<file path="config.mk">
export PLATFORM = sky130hd
export DESIGN_NAME = rename_regfile_ckpt
export DESIGN_NICKNAME = d
export VERILOG_FILES = /design/src/rtl/rename_regfile_ckpt.sv
export SDC_FILE = /design/constraint.sdc
export NUM_CORES = 2
export LEC_CHECK = 0
export CAP_MARGIN = 5
export CORE_UTILIZATION = 35
export DETAILED_ROUTE_END_ITERATION = 12
export GPL_TIMING_DRIVEN = 0
export SETUP_SLACK_MARGIN = 0.05
export SYNTH_ARGS = -nofsm -noshare
export SYNTH_HDL_FRONTEND = slang
export SYNTH_SLANG_ARGS = --single-unit
</file>
<file path="constraint.sdc">
create_clock -name clk -period 20 [get_ports clk]
set_clock_uncertainty 0.15 [all_clocks]
set_input_delay 2 -clock clk [delete_from_list [all_inputs] [get_ports clk]]
set_output_delay 2 -clock clk [all_outputs]
set_load 0.02 [all_outputs]
</file>
<file path="src/rtl/rename_regfile_ckpt.sv">
// Renaming register file: architectural values, per-register ROB alias tags, circular checkpoint buffer.
// Reads are combinational with same-cycle commit forwarding; every state update lands on the next clk edge.
// rdy low freezes all state; ck_alloc while full is dropped (never queued), so the dispatcher must watch ck_full.
module rename_regfile_ckpt #(
   parameter int NREG   = 32,
   parameter int RIDX_W = 5,
   parameter int DATA_W = 32,
   parameter int ROB_W  = 4,
   parameter int NRP    = 2,
   parameter int NCKPT  = 4,
   parameter int CK_W   = 2
) (
   input  logic                     clk,
   input  logic                     rst,
   input  logic                     rdy,
   input  logic                     flush,
   input  logic [NRP*RIDX_W-1:0]    rd_idx,
   output logic [NRP*ROB_W-1:0]     rd_q,
   output logic [NRP*DATA_W-1:0]    rd_v,
   input  logic                     ren_valid,
   input  logic [RIDX_W-1:0]        ren_reg,
   input  logic [ROB_W-1:0]         ren_alias,
   input  logic                     cm_valid,
   input  logic [RIDX_W-1:0]        cm_reg,
   input  logic [ROB_W-1:0]         cm_alias,
   input  logic [DATA_W-1:0]        cm_data,
   input  logic                     ck_alloc,
   output logic [CK_W-1:0]          ck_alloc_id,
   output logic                     ck_full,
   output logic [CK_W:0]            ck_count,
   input  logic                     ck_release,
   input  logic                     ck_restore,
   input  logic [CK_W-1:0]          ck_restore_id
);

   logic [DATA_W-1:0] regs_q   [NREG];
   logic [ROB_W-1:0]  alias_q  [NREG];
   logic [ROB_W-1:0]  ckpt_q   [NCKPT][NREG];
   logic [CK_W-1:0]   head_q;
   logic [CK_W-1:0]   tail_q;
   logic [CK_W:0]     count_q;

   logic [ROB_W-1:0]  alias_cc [NREG];
   logic [ROB_W-1:0]  alias_nx [NREG];
   logic [ROB_W-1:0]  ckpt_cc  [NCKPT][NREG];
   logic [NCKPT-1:0]  slot_vld;

   logic              cm_en;
   logic              ren_en;
   logic              normal;
   logic              restore_act;
   logic              rel_acc;
   logic              alloc_acc;
   logic [CK_W-1:0]   head_nx;
   logic [CK_W-1:0]   rest_cnt;

   // x0 is never written, so its alias and value stay zero after reset
   assign cm_en       = cm_valid && (cm_reg != '0);
   assign ren_en      = ren_valid && (ren_reg != '0);
   assign normal      = !flush && !ck_restore;
   assign restore_act = !flush && ck_restore && slot_vld[ck_restore_id];
   // releasing the slot being restored would free it twice, so that combination drops the release
   assign rel_acc     = !flush && ck_release && (count_q != '0) &&
                        !(ck_restore && (ck_restore_id == head_q));
   assign alloc_acc   = normal && ck_alloc && !ck_full;
   assign head_nx     = head_q + CK_W'(rel_acc);
   assign rest_cnt    = ck_restore_id - head_nx;

   assign ck_alloc_id = tail_q;
   assign ck_count    = count_q;
   assign ck_full     = (count_q == (CK_W+1)'(NCKPT));

   // slot k is live when its distance from head is below the live count (pointers alone cannot tell full from empty)
   always_comb begin
      logic [CK_W-1:0] off;
      off      = '0;
      slot_vld = '0;
      for (int k = 0; k < NCKPT; k++) begin
         off         = CK_W'(k) - head_q;
         slot_vld[k] = ({1'b0, off} < count_q);
      end
   end

   // live alias table after commit-clear, then after rename (rename wins on the same register)
   always_comb begin
      for (int r = 0; r < NREG; r++) begin
         alias_cc[r] = alias_q[r];
         if (cm_en && (cm_reg == RIDX_W'(r)) && (alias_q[r] == cm_alias))
            alias_cc[r] = '0;
         alias_nx[r] = alias_cc[r];
         if (ren_en && (ren_reg == RIDX_W'(r)))
            alias_nx[r] = ren_alias;
      end
   end

   // scrub the retiring tag from every live snapshot so a later restore cannot resurrect it
   always_comb begin
      for (int k = 0; k < NCKPT; k++) begin
         for (int r = 0; r < NREG; r++) begin
            ckpt_cc[k][r] = ckpt_q[k][r];
            if (slot_vld[k] && cm_en && (cm_reg == RIDX_W'(r)) && (ckpt_q[k][r] == cm_alias))
               ckpt_cc[k][r] = '0;
         end
      end
   end

   // read ports: x0 reads zero, a matching same-cycle commit is forwarded, same-cycle rename is not visible
   always_comb begin
      logic [RIDX_W-1:0] idx;
      idx  = '0;
      rd_q = '0;
      rd_v = '0;
      for (int p = 0; p < NRP; p++) begin
         idx = rd_idx[p*RIDX_W +: RIDX_W];
         if (idx == '0) begin
            rd_q[p*ROB_W +: ROB_W]   = '0;
            rd_v[p*DATA_W +: DATA_W] = '0;
         end else if (cm_valid && (cm_reg == idx) && (alias_q[idx] == cm_alias)) begin
            rd_q[p*ROB_W +: ROB_W]   = '0;
            rd_v[p*DATA_W +: DATA_W] = cm_data;
         end else begin
            rd_q[p*ROB_W +: ROB_W]   = alias_q[idx];
            rd_v[p*DATA_W +: DATA_W] = regs_q[idx];
         end
      end
   end

   // state update: commit applies on every ready cycle; flush, restore and normal cycles are mutually exclusive
   always_ff @(posedge clk) begin
      if (rst) begin
         for (int r = 0; r < NREG; r++) begin
            regs_q[r]  <= '0;
            alias_q[r] <= '0;
         end
         for (int k = 0; k < NCKPT; k++)
            for (int r = 0; r < NREG; r++)
               ckpt_q[k][r] <= '0;
         head_q  <= '0;
         tail_q  <= '0;
         count_q <= '0;
      end else if (rdy) begin
         if (cm_en)
            regs_q[cm_reg] <= cm_data;
         for (int k = 0; k < NCKPT; k++)
            for (int r = 0; r < NREG; r++)
               ckpt_q[k][r] <= ckpt_cc[k][r];

         if (flush) begin
            for (int r = 0; r < NREG; r++)
               alias_q[r] <= '0;
            head_q  <= '0;
            tail_q  <= '0;
            count_q <= '0;
         end else if (ck_restore) begin
            head_q <= head_nx;
            if (restore_act) begin
               for (int r = 0; r < NREG; r++)
                  alias_q[r] <= ckpt_cc[ck_restore_id][r];
               tail_q  <= ck_restore_id;
               count_q <= {1'b0, rest_cnt};
            end else begin
               for (int r = 0; r < NREG; r++)
                  alias_q[r] <= alias_cc[r];
               count_q <= count_q - (CK_W+1)'(rel_acc);
            end
         end else begin
            for (int r = 0; r < NREG; r++)
               alias_q[r] <= alias_nx[r];
            if (alloc_acc) begin
               for (int r = 0; r < NREG; r++)
                  ckpt_q[tail_q][r] <= alias_nx[r];
               tail_q <= tail_q + 1'b1;
            end
            head_q  <= head_nx;
            count_q <= count_q + (CK_W+1)'(alloc_acc) - (CK_W+1)'(rel_acc);
         end
      end
   end

endmodule

</file>
* Word-level counts from Yosys, hierarchy flattened *
Memory sizes are Yosys's and may differ from the RTL's.
Index checks and enable logic that the tools add are counted.

storage, ports and cells
  output and inout port bits = 78
  memories = 3
  flip-flop bits (word level) = 7
  bits in writable memories = 1664

cells by class
  add/sub/neg operators = 10
  bitwise operators = 257
  reduce and logical (&&, ||, !) cells = 385
  order comparisons = 6
  muxes and demuxes = 508
  equality and inequality tests = 229

memories
  memory   depth  bits a word  read ports  clocked after memory_dff  write ports  line  source
  regs_q   32     32           2           0                         32           36    logic [DATA_W-1:0] regs_q [NREG];
  ckpt_q   4      128          4           0                         5            38    logic [ROB_W-1:0] ckpt_q [NCKPT][NREG];
  alias_q  32     4            34          0                         32           37    logic [ROB_W-1:0] alias_q [NREG];

operator list
  kind                  number
  $mux W4               452
  $eq A4 B4 Y1          162
  $logic_and A1 B1 Y1   371
  $bmux W128 S2         1
  $mux W128             2
  $or A1 B1 Y1          256
  $eq A5 B5 Y1 const B  32
  $mux W32              5
  $eq A5 B4 Y1 const B  16
  $eq A5 B3 Y1 const B  8
  $mux W1               38
  $reduce_or A32 Y1     1
  $eq A5 B2 Y1 const B  4
  $logic_not A5 Y1      4
  $lt A2 B3 Y1          4
  $eq A5 B1 Y1 const B  2
  $eq A5 B5 Y1          2
  $mux W2               5
  $reduce_bool A5 Y1    2
  $mux W3               3
  $reduce_bool A3 Y1    2
  $sub A3 B1 Y3         2
  $mux W5               1
  $logic_not A1 Y1      4
  14 further kinds      16

* Logic depth before layout (Yosys ltp) *
  depth in word-level cells = 14
  mapped depth = 15

* Worst setup path before layout *
OpenSTA, ideal clock, no wires.

  kind = in2reg
  start point = input rdy
  end point = memory ckpt_q[2][0] (netlist name), enable pin
  buffers on the path = 2
  arrival = 7.425 ns
  required time = 19.245 ns
  library setup time = 0.605 ns
  setup slack = 11.819 ns
  cell stages on the path = 4
  cell sequence = clkbuf_1 nor2_1 clkbuf_1 inv_1

RTL lines
  item             line  source
  start, declared  15    input logic rdy,
  end, declared    38

* Worst setup path after layout *
  start point = input rd_idx[1]
  end point = output rd_v[22]

between the ends
  cells in the longest elaborated chain, start to end = 5

ends and longest elaborated chain
  item                                                        line  source
  start, declared                                             17    input logic [NRP*RIDX_W-1:0] rd_idx,
  $mem_v2 Z32 W4 / $eq A5 B5 Y1 (equally long branches)       --
  $eq A4 B4 Y1 / $logic_and A1 B1 Y1 (equally long branches)  118   end else if (cm_valid && (cm_reg == idx) && (alias_q[idx] == cm_alias)) begin
  $logic_and A1 B1 Y1                                         118
  $mux W32                                                    118
  $mux W32 (*)                                                115   if (idx == '0) begin
  end, declared                                               19    output logic [NRP*DATA_W-1:0] rd_v,

Mark *: on every way between the ends. The rest lies on a longest branch, timed or not.

==> results.md <==
* Remaining Overflow, GRT at 0
* Sequential fraction of the synthesis area at 50.7%
* DPL Wire Length at 338000 um
* Relative max-transition margin at -2.61%
* Post-CTS Hold Buffers at 0
* Clock transition at the registers of the reported paths at 60 ps
* Fin nets at 8113
* Total CTS buffers at 200
* Die area at 284000 sq um
* Max-Cap Viols at 8
* Setup Viol. Count Final at 0
* Outcome: finished with violations
* Maximum clock frequency at 93.7 MHz
* Worst hold path cell count at 2
* Gpl congestion at 1.04
* Pre-antenna DRT Iters at 9
* Startpoint types: input pin
* TritonCTS clock tree: built
* Hold crit path type: reg2reg
* Final ANT Viol Nets at 0
* Leading area contributor after synthesis: edfxtp_1
* Die Y at 533 um
* Avg Cell Area, Syn at 13.0 sq um
* Ys async rst share at 0%
* Worst VDD drop at 0.0000813 V
* Number of synthesized register bits at 1671
* Sink Count at 1671
* Prevailing post-synth register cell: edfxtp_1
* Setup crit start: rd_idx[1]
* CP Data Required Time at 17850 ps
* Yosys top cell area share at 50.5%
* Postcts setup bufs at 0
* Worst EP arrival at 8520 ps
* Final hold violations at 0
* Unrepaired setup endpoints after global routing: no
* Detailed Route Iter0 Violations at 14600
* Routed wire per std cell at 40.6 um
* Largest net degree at the start of global routing at 91
* Root buffer cell: clkbuf_16
* Initial antenna violation count at 61
* Most frequent cell after synthesis: edfxtp_1
* Period utilization at 53.4%
* Cts repair resizes at 0
* EDFF count, synth at 1660
* Area contributors post-synth: edfxtp_1 51%, mux4_2 16%, and2_1 6.4%, xor2_1 2.9%, xnor2_1 2.8%
* Vias in the first global route at 75300
* Power per cell area at 83.9 nW/um^2
* Synth top cells by count: 1660 x edfxtp_1, 1004 x and2_1, 692 x mux4_2, 467 x clkbuf_1, 389 x nor2_1
* Post-synth cell types at 87
* Worst-Skew Late Latency at 930 ps
* Die W at 533 um
* DRC viols at 0
* Clock Path Buffers at 4
* Min cycle time layout at 10670 ps
* Max Fanout on Critical Path at 10
* Input/output buffers at 129
* CP Capture Type: primary output
* Failing checks: max-capacitance violations, max-slew violations
* Hold Startpoint: ck_alloc_id[1]
* Setup Crit Path Kind: in2out
* CTS HTree Levels at 4
* Worst Tran Pin Value at 1540 ps
* Core area at 280000 sq um
* Io pins at 149
* Layout cells sized above 1 at 16.8%
* Via density at 6.68
* R2R cell count at 10
* Row cnt at 194
* Setup TNS at 0 ps
* Cells after synthesis at 7611
* Worst r2r src: ck_count[1]
* Slew Viols, Final at 42
* Global-route wire length before repair at 642000 um
* Synth warnings at 0
* Fin util at 40.1%
* Area Growth Syn to Fin at 13.9%
* Leak pwr at 37.5 nW
* Synthesized cell area at 98700 sq um
* Vias at 79700
* Initial Util at 35.3%
* Final WL at 484000 um
* GRT Overall Usage at 33.1%
-- worst paths after layout --
| path | end | slack [ps] |
|---|---|---|
| max | rd_v[22] | 9330 |
| min | ck_alloc_id[1] | 410 |
| max reg2reg | alias_q[18][3] | 13830 |
| min reg2reg | ck_alloc_id[1] | 410 |
-- report_power, final --
group          switching [mW]  total (mW)  internal [mW]
Combinational           0.929        1.46          0.535
Clock                    1.59        3.74           2.15
Sequential              0.162        4.22           4.06
-- routing by layer --
layer | vias up | routed length [um] | track usage (%)
li1 | 30400 | - | -
met4 | 36 | 42300 | 25.0
met2 | 7267 | 201000 | 47.1
met1 | 40300 | 169000 | 41.1
met3 | 1733 | 71000 | 12.0
met5 | - | 503 | 0.433
-- sequential cells by signal, summed over array words and instances (netlist names) --
register and cells:
head_q 2, ckpt_q 512, regs_q 1024, alias_q 128, ck_count 3, ck_alloc_id 2
-- layout make-up --
cell class / instances / area, sq um
tap: 3724 / 4660
fill: 26200 / 168000
timing repair buffer: 183 / 2280
multi-input combinational: 5019 / 44900
sequential: 1671 / 50100
antenna: 29 / 72.6
clock inverter: 113 / 1120
buffer: 671 / 2890
clock buffer: 241 / 5250
inverter: 281 / 1070
-- kinds of logic (layout without fill, tap and decap cells) --
family | after synthesis | count (layout) | synth area share (%)
XOR/XNOR | 641 | 641 | 5.70
AND/OR/NAND/NOR | 2058 | 2058 | 11.7
multiplexers | 787 | 787 | 16.8
flip-flops | 1671 | 1671 | 50.7
AO/OA/AOI/OAI | 1486 | 1486 | 10.9
adder cells (fa/ha/maj) | 15 | 15 | 0.198
other | 1 | 61 | 0.00380
buffers and inverters | 952 | 1489 | 3.92
-- worst max-delay path, cell delays in order --
cell and delay [ps]:
clkdlybuf4s50_1 710, buf_2 430, buf_2 590, mux4_2 320
nand2_1 60, a22oi_1 370, o21ai_1 530, o211ai_2 1300
clkbuf_1 880, o31ai_1 150, a21oi_2 380, clkdlybuf4s50_1 710
-- cell usage in the layout (no fill, tap or decap), types with 79 or more instances in the layout --
cell                n
a21oi_1           291
a221o_1           120
a221oi_1          134
a22oi_1           130
and2_1           1004
buf_2             174
clkbuf_1          466
clkbuf_16         204
clkdlybuf4s50_1   129
edfxtp_1         1660
inv_1             274
mux4_2            692
nand2_1           142
nand3_1            79
nand4_1            92
nor2_1            387
nor3b_1           108
o22ai_1           251
o2bb2ai_1         240
xnor2_1           313
xor2_1            327
-- through the flow --
| stage | instances | hold WS (ps) | area, sq um | total power [mW] | worst slack (ps) |
|---|---|---|---|---|---|
| 3_5_place_dp | 11500 | 393 | 106000 | 5.68 | 9890 |
| 3_3_place_gp | 11500 | 390 | 105000 | 5.65 | 7910 |
| 5_1_grt | 11900 | 429 | 112000 | 9.54 | 9620 |
| 6_report | 11900 | 407 | 112000 | 9.42 | 9330 |
| 2_1_floorplan | 7642 | 346 | 98800 | 5.04 | 11820 |
| 4_1_cts | 11900 | 404 | 112000 | 9.32 | 9880 |
Note: power is estimated with default switching activity, not from simulation.
